$ cat src/rtl/ser_bus_xfer.sv
// rtl/ser_bus_xfer.sv - parametrised serial bus transfer engine ('165-style shift out / shift in)
//
// Purpose: owns a complete serial transaction. It pulses ser_shld low, then
// runs BITS ser_clk periods. Each lane shifts a tx bit out and captures one
// rx bit per period. The assembled word appears on rx_word with a one-cycle
// done pulse.
//
// Ports:
//   clk      - system clock, rising edge
//   reset_n  - asynchronous active-low reset
//   start    - transfer request, accepted only while idle
//   tx_word  - word to send, lane i = bits [(i+1)*BITS-1 : i*BITS]
//   rx_word  - last received word, same lane mapping
//   busy     - high from the cycle after acceptance until the DONE cycle
//   done     - one-cycle pulse once rx_word has been updated
//   ser_shld - active-low load strobe to the external shifters
//   ser_clk  - serial shift clock
//   ser_out  - serial data out, one bit per lane
//   ser_in   - serial data in, one bit per lane
module ser_bus_xfer #(
    parameter int CHANNELS  = 2,
    parameter int BITS      = 8,
    parameter int DIV       = 1,
    parameter bit MSB_FIRST = 1'b1
) (
    input  logic                     clk,
    input  logic                     reset_n,
    input  logic                     start,
    input  logic [CHANNELS*BITS-1:0] tx_word,
    output logic [CHANNELS*BITS-1:0] rx_word,
    output logic                     busy,
    output logic                     done,
    output logic                     ser_shld,
    output logic                     ser_clk,
    output logic [CHANNELS-1:0]      ser_out,
    input  logic [CHANNELS-1:0]      ser_in
);

    localparam int DIV_W = (DIV > 1) ? $clog2(DIV) : 1;
    localparam int BIT_W = (BITS > 1) ? $clog2(BITS) : 1;
    localparam logic [DIV_W-1:0] DIV_LAST = DIV_W'(DIV - 1);
    localparam logic [BIT_W-1:0] BIT_LAST = BIT_W'(BITS - 1);

    typedef enum logic [2:0] {
        S_IDLE,
        S_LOAD,
        S_LOW,
        S_HIGH,
        S_DONE
    } state_t;

    state_t                         state;
    logic [DIV_W-1:0]               div_cnt;
    logic [BIT_W-1:0]               bit_cnt;
    logic [CHANNELS-1:0][BITS-1:0]  tx_sr;
    logic [CHANNELS-1:0][BITS-1:0]  rx_sr;

    logic [CHANNELS-1:0][BITS-1:0]  tx_load;
    logic [CHANNELS-1:0][BITS-1:0]  tx_adv;
    logic [CHANNELS-1:0][BITS-1:0]  rx_cap;
    logic [CHANNELS-1:0]            first_bit;
    logic [CHANNELS-1:0]            next_bit;

    // Per-lane shift helpers. The bit on the line is always the end of tx_sr
    // nearest the shift direction, so the "next" bit comes from the advanced value.
    always_comb begin
        tx_load   = tx_word;
        tx_adv    = '0;
        rx_cap    = '0;
        first_bit = '0;
        next_bit  = '0;
        for (int i = 0; i < CHANNELS; i++) begin
            if (MSB_FIRST) begin
                tx_adv[i]    = tx_sr[i] << 1;
                first_bit[i] = tx_load[i][BITS-1];
                next_bit[i]  = tx_adv[i][BITS-1];
                rx_cap[i]    = (rx_sr[i] << 1) | BITS'(ser_in[i]);
            end else begin
                tx_adv[i]    = tx_sr[i] >> 1;
                first_bit[i] = tx_load[i][0];
                next_bit[i]  = tx_adv[i][0];
                rx_cap[i]    = (rx_sr[i] >> 1) | (BITS'(ser_in[i]) << (BITS - 1));
            end
        end
    end

    always_ff @(posedge clk or negedge reset_n) begin
        if (!reset_n) begin
            state    <= S_IDLE;
            div_cnt  <= '0;
            bit_cnt  <= '0;
            tx_sr    <= '0;
            rx_sr    <= '0;
            rx_word  <= '0;
            busy     <= 1'b0;
            done     <= 1'b0;
            ser_shld <= 1'b1;
            ser_clk  <= 1'b0;
            ser_out  <= '0;
        end else begin
            done <= 1'b0;
            case (state)
                S_IDLE: begin
                    if (start) begin
                        tx_sr    <= tx_load;
                        rx_sr    <= '0;
                        ser_out  <= first_bit;
                        ser_shld <= 1'b0;
                        busy     <= 1'b1;
                        div_cnt  <= '0;
                        bit_cnt  <= '0;
                        state    <= S_LOAD;
                    end
                end
                S_LOAD: begin
                    if (div_cnt == DIV_LAST) begin
                        div_cnt  <= '0;
                        ser_shld <= 1'b1;
                        state    <= S_LOW;
                    end else begin
                        div_cnt <= div_cnt + DIV_W'(1);
                    end
                end
                S_LOW: begin
                    // ser_in is captured on the same edge that raises ser_clk,
                    // so the external device still presents the pre-shift bit.
                    if (div_cnt == DIV_LAST) begin
                        div_cnt <= '0;
                        ser_clk <= 1'b1;
                        rx_sr   <= rx_cap;
                        state   <= S_HIGH;
                    end else begin
                        div_cnt <= div_cnt + DIV_W'(1);
                    end
                end
                S_HIGH: begin
                    if (div_cnt == DIV_LAST) begin
                        div_cnt <= '0;
                        ser_clk <= 1'b0;
                        if (bit_cnt == BIT_LAST) begin
                            // ser_out keeps the last bit; busy drops as DONE begins.
                            busy  <= 1'b0;
                            state <= S_DONE;
                        end else begin
                            tx_sr   <= tx_adv;
                            ser_out <= next_bit;
                            bit_cnt <= bit_cnt + BIT_W'(1);
                            state   <= S_LOW;
                        end
                    end else begin
                        div_cnt <= div_cnt + DIV_W'(1);
                    end
                end
                S_DONE: begin
                    rx_word <= rx_sr;
                    done    <= 1'b1;
                    bit_cnt <= '0;
                    state   <= S_IDLE;
                end
                default: state <= S_IDLE;
            endcase
        end
    end

endmodule

$ cat config.mk
export PLATFORM = sky130hd
export DESIGN_NAME = ser_bus_xfer
export DESIGN_NICKNAME = d
export VERILOG_FILES = /design/src/rtl/ser_bus_xfer.sv
export SDC_FILE = /design/constraint.sdc
export NUM_CORES = 1
export LEC_CHECK = 0
export ABC_CLOCK_PERIOD_IN_PS = 2300
export BUFFER_PORTS_ARGS = -buffer_cell sky130_fd_sc_hd__buf_4
export CORE_MARGIN = 2
export CORE_UTILIZATION = 34
export CTS_CLUSTER_DIAMETER = 200
export CTS_CLUSTER_SIZE = 20
export DETAILED_ROUTE_END_ITERATION = 10
export GPL_ROUTABILITY_DRIVEN = 0
export PLACE_DENSITY = 0.65
export SLEW_MARGIN = 20
export SYNTH_ARGS = -nofsm -noshare
export SYNTH_HDL_FRONTEND = slang
export SYNTH_SLANG_ARGS = --single-unit
$ cat constraint.sdc
create_clock -name clk -period 2.3 [get_ports clk]
set_clock_uncertainty 0.2 [all_clocks]
set_input_delay 0.345 -clock clk [delete_from_list [all_inputs] [get_ports clk]]
set_output_delay 0.345 -clock clk [all_outputs]
set_load 0.005 [all_outputs]
Word level (Yosys, flattened, before mapping)

Cells that the tools add are included.

Flip-flop bits (word level): 59
Input bits: 21

$add $sub $neg: 2
Eq/ne operators: 11
Multiplexer cells: 33
Bitwise operators: 2
Reductions and logical operators: 16

Operators with widths:

| operator              | count |
|---|---|
| $mux W15              | 3 |
| $mux W16              | 2 |
| $pmux W16 S2          | 1 |
| $pmux W15 S2          | 1 |
| $mux W3               | 8 |
| $or A8 B1 Y8          | 2 |
| $reduce_and A4 Y1     | 4 |
| $ne A2 B2 Y1 const B  | 6 |
| $pmux W3 S4           | 1 |
| $reduce_bool A2 Y1    | 5 |
| $pmux W3 S3           | 1 |
| $reduce_and A3 Y1     | 3 |
| $mux W1               | 8 |
| $pmux W1 S2           | 4 |
| $eq A3 B2 Y1 const B  | 2 |
| $eq A3 B3 Y1 const B  | 2 |
| $mux W2               | 3 |
| $pmux W2 S2           | 1 |
| $add A3 B1 Y3 const B | 1 |
| $eq A3 B1 Y1 const B  | 1 |
| $logic_not A3 Y1      | 1 |
| $reduce_bool A3 Y1    | 1 |
| $reduce_or A3 Y1      | 1 |
| $reduce_and A2 Y1     | 1 |
| $add A1 B1 Y1 const B | 1 |

Depth between registers and ports, before layout

Depth after elaboration: 4
Mapped depth: 6
Depth with buffers taken out: 5

Worst setup path after synthesis

OpenSTA, ideal clock, no wires.

Path kind: reg2reg
From: reg bit_cnt[0]
To: reg tx_sr (netlist bit tx_adv[12])
Setup time: 0.125 ns
Data arrival time: 1.704 ns
Required time: 1.975 ns
Slack: 0.271 ns
Stages on the path, launching flop included: 7
Path buffers: 1
Period minus slack after synthesis: 2.029 ns
Path through: dfrtp_1 -> ha_1 -> ha_1 -> nand3b_1 -> a21oi_4 -> buf_8 -> mux2_4

Cells in the longest elaborated chain, start to end: 3

RTL lines:

| item                        | line | text |
|---|---|---|
| from (decl)                 | 54   | `logic [BIT_W-1:0] bit_cnt;` |
| from (signal assigned)      | 147  | `bit_cnt <= bit_cnt + BIT_W'(1);` |
| $eq A3 B3 Y1                | 140  | `if (bit_cnt == BIT_LAST) begin` |
| $ne A2 B2 Y1 (no line)      | n/a  |  |
| $reduce_and A4 Y1 (no line) | n/a  |  |
| to (signal assigned)        | 105  | `tx_sr <= tx_load;` |
| to (signal assigned)        | 145  | `tx_sr <= tx_adv;` |
| to (decl)                   | 55   | `logic [CHANNELS-1:0][BITS-1:0] tx_sr;` |

Every way passes these cells.
A chain may end at the register's enable or synchronous reset.

Final worst setup path

From: reg bit_cnt[0]
To: reg ser_out[0]

Cells in the longest elaborated chain, start to end: 3

RTL lines:

| item                        | line | text |
|---|---|---|
| $eq A3 B3 Y1                | 140  |  |
| $ne A2 B2 Y1 (no line)      | n/a  |  |
| $reduce_and A4 Y1 (no line) | n/a  |  |
| to (signal assigned)        | 107  | `ser_out <= first_bit;` |
| to (signal assigned)        | 146  | `ser_out <= next_bit;` |
| to (decl)                   | 35   | `output logic [CHANNELS-1:0] ser_out,` |

Every way passes these cells.

==> metrics <==
Synth area leaders=dfrtp_1 (58%), mux2_2 (17%), a22o_1 (6.1%); CTS root buffer=clkbuf_8; Clock Tree Buf Depth=2; Pint=2.70 mW; outcome=finished clean; min cycle time layout=2050 ps; pre-CTS setup slack=239 ps; DP HPWL=2700 um; RSZ-0062 raised after global routing=no; input/output buffers=42; WL/cell=12.9 um; Final ANT Viol Nets=0; core area=0.00687 mm^2; setup ws final=245 ps; CTS clk-pin slew, worst paths=70 ps; P_leak=1.52 nW; Setup Viol. Count Final=0; max incr delay on CP=390 ps; total global routing overflow=0; DR vias/cell=4.55; Detailed Route WL=4150 um; routing usage on met1=16.3%; Syn Area/Cell=14.5 um^2; dpl cells=304; Synth Area in Compound Gates=9.02%; mux contribution to synthesized area=23.3%; Global Route met2 Usage=16.6%; Adder-Cell Fraction of Synth Area=1.03%; DRT iter0 DRCs=91; vias=1,460; Crit. End Element=flop; vias in the first global route=1,477; Unique masters post-synth=28; busiest grt layer=met2; Comb power frac=35.5%; post-synthesis sequential area ratio=59.5%; post-synthesis instance area=0.00244 mm^2; wire length of the first global-routing pass=7070 um; crit start category=flop; Yosys top cell area share=58.4%; Rel. slew slack=52.4%; Ant. Diodes=0; TritonCTS clock tree=yes; area delta synth->final=26.6%; DR pass1 iterations=4; Hold Path Sink=rx_sr[8]$_DFFE_PN0P_; Top cell by count, worst path=ha_1; site row count=30; Final Slew Violations=0; setup tns final=0 ps; initial antenna violation count=0; required time of the critical path=2310 ps; post-synthesis simple-gate area fraction=3.79%; syn_nets=191; Synth Instances=168; Critical Path, Cell by Cell=ha_1 -> ha_1 -> nand3b_1 -> a21oi_4 -> buf_12 -> mux2_2; Die X-Extent=88.7 um; Initial Utilization=35.5%; Top Ports=43; Worst-Margin Slew=713 ps; reg2reg end=ser_out[0]$_DFFE_PN0P_; kind of critical path=reg -> reg; fraction of layout cells with a size suffix above 1=50.2%; HP Class=in -> reg; xor/xnor cell area share of the yosys netlist=0%; chip height=88.7 um; r2r setup slk=250 ps; Nets=243; Final Cycle Share=89.3%; PD cells=1240 mW/mm^2; Reg power frac=40.7%; htree depth=3; Hold Path Origin=ser_in[1]; Max VDD drop=0.367 mV; Max Freq=0.487 GHz; R2R cell count=6; Seq cells post-synth=58; CP max-delay cell=dfrtp_1; commonest non-fill, non-tap cell in the layout=dfrtp_1; Yosys warning count=0; Sw Share=29.4%; endpoints failing hold=0; crit-path max FO=16; die area=0.00787 mm^2; clock latency on the worst-skew pair=330 ps; post-CTS sizing=0; Cells on Worst Hold Path=2; post-CTS setup buffers=0; Hold Buf Count CTS=1; main combinational cell family by area after synthesis=multiplexers; Layout Cells excl Fill=321; max cap viols=0; M3 GR Usage=3.82%; DR DRC count=0; Total GRT Usage=11.9%; Critical Path AT=2060 ps; most frequent cells in the layout=dfrtp_1 (57), buf_4 (48), mux2_2 (37); number of buffers created by CTS=9; Synth area leader=dfrtp_1; FF-to-FF Start=bit_cnt[0]$_DFFE_PN0P_; Clock power frac=23.8%; pin count of the biggest net entering global routing=59; Switch Pwr=1.13 mW; TritonCTS sink count=58
## cells by family (layout without fill, tap and decap cells)
kind of cell	count (synthesis)	count (layout)
flip-flops	58	58
multiplexers	48	48
buffers and inverters	16	73
adder cells (fa/ha/maj)	2	2
AO/OA/AOI/OAI	27	27
AND/OR/NAND/NOR	17	17
## how the worst max path moves through the flow
stage / from / to / slack (ps) / cells after the start
finish: bit_cnt[0]$_DFFE_PN0P_ / ser_out[0]$_DFFE_PN0P_ / 250 / 6
global route: bit_cnt[0]$_DFFE_PN0P_ / ser_out[0]$_DFFE_PN0P_ / 170 / 6
CTS: bit_cnt[0]$_DFFE_PN0P_ / ser_out[0]$_DFFE_PN0P_ / 230 / 6
detailed placement: bit_cnt[0]$_DFFE_PN0P_ / ser_out[0]$_DFFE_PN0P_ / 240 / 6
global placement: bit_cnt[0]$_DFFE_PN0P_ / ser_out[1]$_DFFE_PN0P_ / 290 / 6
floorplan: bit_cnt[0]$_DFFE_PN0P_ / tx_adv[12]$_DFFE_PN0P_ / 270 / 6
## through the flow
stage                     cell area (um^2)  hold WS (ps)  power, mW  utilization (%)
after floorplan                       2440          -151       2.58                -
after global placement                2890           248       2.92             42.0
after detailed placement              2890           249       2.96             42.0
after CTS                             3090          21.9       3.89             45.0
after global routing                  3090          33.5       4.09             45.0
final                                 3090          37.2       3.83             45.0
## area by class of cell
class	instances	area (um^2)
Inverter	7	26.3
Timing Repair Buffer	50	390
Tap cell	96	120
Sequential cell	58	1450
Fill cell	639	3780
Multi-Input combinational cell	94	906
Clock inverter	5	53.8
Clock buffer	11	141
## power by group through the flow
stage          sequential (mW)  clock [mW]  combinational, mW
5_1_grt                   1.60       0.981               1.51
4_1_cts                   1.56       0.941               1.39
3_5_place_dp              1.57           0               1.39
3_3_place_gp              1.57           0               1.35
6_report                  1.56       0.910               1.36
2_1_floorplan             1.51           0               1.08
## sequential cells by signal, indices dropped and copies added, names as in the netlist
register  count
bit_cnt       3
busy          1
state         3
tx_adv       12
ser_clk       1
next_bit      2
rx_word      16
done          1
ser_shld      1
ser_out       2
rx_sr        16
## synthesized netlist by cell type
master / n
dfrtp_1: 57
mux2_2: 37
a22o_1: 17
mux2_4: 8
inv_1: 7
nor2_1: 7
buf_2: 6
nand2_1: 4
o21ai_0: 3
ha_1: 2
mux2i_1: 2
nand3b_1: 2
a21o_1: 1
a21oi_1: 1
a21oi_4: 1
a31oi_1: 1
buf_4: 1
buf_8: 1
clkbuf_1: 1
dfstp_2: 1
mux2_1: 1
nand2b_1: 1
nor3b_2: 1
o21ai_1: 1
o21bai_1: 1
o32ai_1: 1
or3_1: 1
or3b_4: 1
## metal layers
metal / routed length [um] / vias to the layer above
li1: - / 708
met4: 111 / 0
met5: 0 / -
met2: 1870 / 26
met1: 1960 / 717
met3: 213 / 9
## worst max-delay path: cells and delay by family (launching register included)
kind / cells / cell delay, ps
AND/OR/NAND/NOR: 1 / 210
adder cells (fa/ha/maj): 2 / 440
multiplexers: 1 / 350
AO/OA/AOI/OAI: 1 / 170
buffers and inverters: 1 / 170
flip-flops: 1 / 390
(Power assumes the default switching activity.)
